$ cat src/rtl/vga_timing_gen.sv
// Raster timing generator: free-running h/v counters with registered sync,
// visible-region and position decodes, plus line/frame markers and a frame counter.
module vga_timing_gen #(
  parameter int unsigned H_ACTIVE = 800,
  parameter int unsigned H_FP     = 56,
  parameter int unsigned H_SYNC   = 120,
  parameter int unsigned H_BP     = 64,
  parameter int unsigned V_ACTIVE = 600,
  parameter int unsigned V_FP     = 37,
  parameter int unsigned V_SYNC   = 6,
  parameter int unsigned V_BP     = 23,
  parameter int unsigned SYNC_POL = 1
) (
  input  logic       clk,
  input  logic       rst_n,
  input  logic       enable,
  output logic       hsync,
  output logic       vsync,
  output logic       display_enable,
  output logic [9:0] x_pos,
  output logic [9:0] y_pos,
  output logic       line_start,
  output logic       frame_start,
  output logic [7:0] frame_count
);

  localparam int unsigned H_W      = 11;
  localparam int unsigned V_W      = 10;
  localparam int unsigned H_TOTAL  = H_ACTIVE + H_FP + H_SYNC + H_BP;
  localparam int unsigned V_TOTAL  = V_ACTIVE + V_FP + V_SYNC + V_BP;
  localparam int unsigned HS_START = H_ACTIVE + H_FP;
  localparam int unsigned HS_END   = HS_START + H_SYNC;
  localparam int unsigned VS_START = V_ACTIVE + V_FP;
  localparam int unsigned VS_END   = VS_START + V_SYNC;
  localparam logic        SYNC_ON  = 1'(SYNC_POL);

  logic [H_W-1:0] h_cnt;
  logic [V_W-1:0] v_cnt;

  logic       h_vis_c;
  logic       v_vis_c;
  logic       hs_act_c;
  logic       vs_act_c;
  logic       line_start_c;
  logic       frame_start_c;
  logic [9:0] x_c;
  logic [9:0] y_c;

  // Raster counters; enable low parks the raster at the origin.
  always_ff @(posedge clk or negedge rst_n) begin
    if (!rst_n) begin
      h_cnt <= '0;
      v_cnt <= '0;
    end else if (!enable) begin
      h_cnt <= '0;
      v_cnt <= '0;
    end else if (h_cnt == H_W'(H_TOTAL - 1)) begin
      h_cnt <= '0;
      if (v_cnt == V_W'(V_TOTAL - 1)) begin
        v_cnt <= '0;
      end else begin
        v_cnt <= v_cnt + V_W'(1);
      end
    end else begin
      h_cnt <= h_cnt + H_W'(1);
    end
  end

  // Combinational decode of the current raster position.
  always_comb begin
    h_vis_c       = (h_cnt < H_W'(H_ACTIVE));
    v_vis_c       = (v_cnt < V_W'(V_ACTIVE));
    hs_act_c      = (h_cnt >= H_W'(HS_START)) && (h_cnt < H_W'(HS_END));
    vs_act_c      = (v_cnt >= V_W'(VS_START)) && (v_cnt < V_W'(VS_END));
    line_start_c  = (h_cnt == '0);
    frame_start_c = (h_cnt == '0) && (v_cnt == '0);
    x_c           = h_vis_c ? h_cnt[9:0] : 10'd0;
    y_c           = v_vis_c ? v_cnt : 10'd0;
  end

  // Registered outputs, all one clock behind the counters.
  always_ff @(posedge clk or negedge rst_n) begin
    if (!rst_n) begin
      hsync          <= ~SYNC_ON;
      vsync          <= ~SYNC_ON;
      display_enable <= 1'b0;
      x_pos          <= '0;
      y_pos          <= '0;
      line_start     <= 1'b0;
      frame_start    <= 1'b0;
      frame_count    <= '0;
    end else if (!enable) begin
      hsync          <= ~SYNC_ON;
      vsync          <= ~SYNC_ON;
      display_enable <= 1'b0;
      x_pos          <= '0;
      y_pos          <= '0;
      line_start     <= 1'b0;
      frame_start    <= 1'b0;
    end else begin
      hsync          <= hs_act_c ? SYNC_ON : ~SYNC_ON;
      vsync          <= vs_act_c ? SYNC_ON : ~SYNC_ON;
      display_enable <= h_vis_c && v_vis_c;
      x_pos          <= x_c;
      y_pos          <= y_c;
      line_start     <= line_start_c;
      frame_start    <= frame_start_c;
      if (frame_start_c) begin
        frame_count <= frame_count + 8'd1;
      end
    end
  end

endmodule

$ cat config.mk
export PLATFORM = sky130hd
export DESIGN_NAME = vga_timing_gen
export DESIGN_NICKNAME = d
export VERILOG_FILES = /design/src/rtl/vga_timing_gen.sv
export SDC_FILE = /design/constraint.sdc
export NUM_CORES = 1
export LEC_CHECK = 0
export BUFFER_PORTS_ARGS = -buffer_cell sky130_fd_sc_hd__buf_2
export CORE_UTILIZATION = 38
export CTS_CLUSTER_DIAMETER = 100
export DETAILED_ROUTE_END_ITERATION = 16
export PLACE_DENSITY = 0.65
export SLEW_MARGIN = 20
export SYNTH_ARGS = -nofsm -noshare
export SYNTH_HDL_FRONTEND = slang
export SYNTH_SLANG_ARGS = --single-unit
$ cat constraint.sdc
create_clock -name clk -period 2.1 [get_ports clk]
set_clock_uncertainty 0.2 [all_clocks]
set_input_delay 0.21 -clock clk [delete_from_list [all_inputs] [get_ports clk]]
set_output_delay 0.21 -clock clk [all_outputs]
set_load 0.02 [all_outputs]
==> out/results.txt <==
Remaining DRCs = 0
Worst Max-Slew Pin Slew = 0.334 ns
Clock transition at path regs = 0.10 ns
Net Count, Synth = 235
Clk pwr share = 26.6%
HPWL after DPL = 3340 µm
Later-pin clock latency in the skew report = 0.31 ns
Sw Ratio = 29.0%
Placed cell area = 2830 µm²
Area of the multi-input gates = 977 µm²
Wire per inst = 12.9 µm
Setup-failing EPs final = 0
Final min period = 1.98 ns
CTS tree = yes
Crit path max-delay cell type = or4_1
Largest net degree at the start of global routing = 55
Number of global-route vias before repair = 1660
1st-iter DRT viols = 84
Critical Path AT = 2.02 ns
Non-Filler Cell Area, Final = 2920 µm²
Setup TNS Final = 0 ns
Starting Density = 40.0%
Drt total wl = 4660 µm
Final ANT Viol Nets = 0
Power Dens Cells = 701 nW/µm²
Register area = 1350 µm²
Share of cells above drive strength 1 = 25.3%
Leakage power of the design = 1.46 nW
DR vias/cell = 5.00
Count of state elements after synthesis = 54
Num CTS Buffers = 5
Crit-path cells = ha_1 -> and4_1 -> a31oi_1 -> buf_4 -> or4_1 -> a21oi_1
Power share of the combinational group = 16.0%
Kind of critical path = reg -> reg
Status = complete, no violations
Setup crit end kind = flop
Int Pwr = 1.46 mW
Synth-to-layout area growth = 21.9%
Maxcap violations = 0
Max stage delay on crit path = 0.50 ns
CTS root buf = clkbuf_8
Post-Syn Instances = 225
Synth cell types = 38
Antenna violations before repair = 0
Die area = 6630 µm²
Diodes inserted = 0
Peak Freq = 506 MHz
RSZ-0062 raised after global routing = false
Boundary pin count = 36
Routability congestion estimate = 0.826
Net Sw Power = 594 µW
Fillers = 550
Core Area = 5990 µm²
CP Max Fanout = 15
Crit share post-route = 94.2%
Htree depth = 2
Layout Nets = 295
Register area share after synthesis = 56.3%
Seq pwr share = 57.4%
GRT overflow = 0
First-pass GRT wire length = 7690 µm
Hold Vio Cnt, Final = 0
Rows = 28
Die width = 81.4 µm
Slew headroom = 77.7%
Synthesized cell area = 2400 µm²
Max Buffers Root-to-Sink = 2
Post-Syn Area per Cell = 10.7 µm²
Maximum VDD drop = 0.460 mV
Port buffer count = 35
Via count = 1801
Clock sinks = 54
Ys Warns = 0
Worst setup SP type = flop
Postcts setup bufs = 0
Slew Limit Fails = 0
Total track usage = 15.3%
Die Ht = 81.4 µm
Type of the worst min-delay path = in -> reg
CP required = 2.14 ns
TritonRoute pass-1 iters = 4
-- final cells by class --
cell class | count | share of cell area [%]
tap | 75 | 3.21
clock buffer | 5 | 2.35
multi-input combinational | 151 | 33.4
timing repair buffer | 59 | 12.7
sequential | 54 | 46.2
inverter | 14 | 1.80
clock inverter | 2 | 0.342
-- cells in the mapped netlist (all sizes together) --
| master | count | area share, % |
|---|---|---|
| nor3 | 9 | 2.6 |
| nor2b | 1 | 0.26 |
| nand2b | 2 | 0.52 |
| or2 | 1 | 0.26 |
| nand4 | 6 | 1.6 |
| a22o | 1 | 0.37 |
| ha | 7 | 3.7 |
| or4 | 2 | 0.63 |
| a21oi | 11 | 2.3 |
| a31o | 1 | 0.37 |
| a211o | 1 | 0.37 |
| buf | 1 | 0.21 |
| a21o | 1 | 0.31 |
| xor2 | 8 | 2.9 |
| nor2 | 16 | 2.5 |
| a211oi | 1 | 0.31 |
| a31oi | 1 | 0.26 |
| mux2 | 2 | 0.94 |
| nor4b | 2 | 0.73 |
| and3 | 3 | 0.78 |
| o31ai | 3 | 0.94 |
| inv | 14 | 2.2 |
| nand3 | 10 | 2.1 |
| or3 | 7 | 1.8 |
| dfrtp | 54 | 56 |
| clkbuf | 5 | 0.78 |
| nand2 | 9 | 1.4 |
| o211ai | 1 | 0.31 |
| and4 | 2 | 0.73 |
| o21a | 1 | 0.31 |
| and2 | 20 | 5.2 |
| o21ai | 9 | 1.9 |
| o32ai | 1 | 0.37 |
| a21boi | 1 | 0.31 |
| nor4 | 5 | 1.3 |
| xnor2 | 6 | 2.2 |
-- flip-flops by register name (all words and copies together) (netlist names) --
register / flops
frame_start: 1
display_enable: 1
h_cnt: 11
line_start: 1
y_pos: 10
vsync: 1
frame_count: 8
v_cnt: 10
hsync: 1
x_pos: 10
-- power by group through the flow --
stage	sequential, mW	combinational, mW	clock, mW
5_1_grt	1.19	0.367	0.613
4_1_cts	1.17	0.333	0.558
2_1_floorplan	1.26	0.113	0
3_3_place_gp	1.19	0.317	0
6_report	1.18	0.327	0.545
3_5_place_dp	1.20	0.330	0
-- repair_timing --
action	in CTS	in global routing
gates resized for setup	0	1
hold buffers	1	0
endpoints found under the hold margin	54	0
setup endpoints to repair	0	3
-- critical path, delay by kind of cell, from the launching register on --
family          cells  cell delay, ns
fa+ha+maj           1            0.17
simple gates        2            0.72
compound gates      2            0.24
buf+inv             1            0.20
flops               1            0.39
-- final timing paths --
| kind | start | end | slack (ns) | cells past startpoint |
|---|---|---|---|---|
| max | h_cnt[1] | v_cnt[7] | 0.12 | 6 |
| min | enable | v_cnt[9] | 0.01 | 3 |
| max reg2reg | h_cnt[1] | v_cnt[7] | 0.12 | 6 |
| min reg2reg | frame_count[7] | frame_count[7] | 0.28 | 1 |
| max in group asynchronous | rst_n | y_pos[8] | 1.25 | 3 |
| min in group asynchronous | rst_n | v_cnt[9] | 0.22 | 3 |
-- kinds of logic after synthesis --
logic type / after synthesis / share of synthesized area, %
xor gates and xnor gates: 14 / 5.11
muxes: 2 / 0.939
AOI/OAI and AO/OA: 33 / 8.40
adders and majority gates: 7 / 3.65
and+or+nand+nor: 95 / 22.4
DFF: 54 / 56.3
buffers and inverters: 20 / 3.18
-- placed cells by master, fill, tap and decap left out, types with 2 or more instances in the layout --
| master | n |
|---|---|
| buf_4 | 22 |
| or3_1 | 7 |
| and3_1 | 3 |
| o31ai_1 | 3 |
| inv_1 | 14 |
| nor4_1 | 5 |
| nor2_1 | 16 |
| nand4_1 | 6 |
| nor3_1 | 7 |
| clkbuf_8 | 5 |
| nand3_1 | 10 |
| buf_2 | 35 |
| mux2_2 | 2 |
| xor2_1 | 8 |
| clkinv_2 | 2 |
| ha_1 | 7 |
| and2_1 | 20 |
| a21oi_1 | 11 |
| dfrtp_1 | 54 |
| nand2b_1 | 2 |
| nand2_1 | 9 |
| or4_1 | 2 |
| xnor2_1 | 6 |
| o21ai_0 | 9 |
| and4_1 | 2 |
-- per-layer routing --
layer	track usage, %	share of wire [%]	up-vias
li1	-	-	888
met1	21.1	50	879
met2	23.3	45	28
met3	3.44	3.4	6
met4	5.71	1.4	0
met5	0	0	-
-- through the flow --
| stage | power, mW | setup WS, ns | utilization, % | instances | hold WS (ns) |
|---|---|---|---|---|---|
| floorplan | 1.38 | 0.142 | - | 225 | -0.286 |
| global placement | 1.51 | 0.135 | 47.2 | 352 | 0.0225 |
| detailed placement | 1.53 | 0.0599 | 47.2 | 352 | 0.0289 |
| CTS | 2.07 | 0.0432 | 48.7 | 360 | 0.00510 |
| global route | 2.17 | 0.00281 | 48.8 | 360 | 0.0218 |
| finish | 2.05 | 0.122 | 48.8 | 360 | 0.0142 |
(Power assumes the default switching activity.)
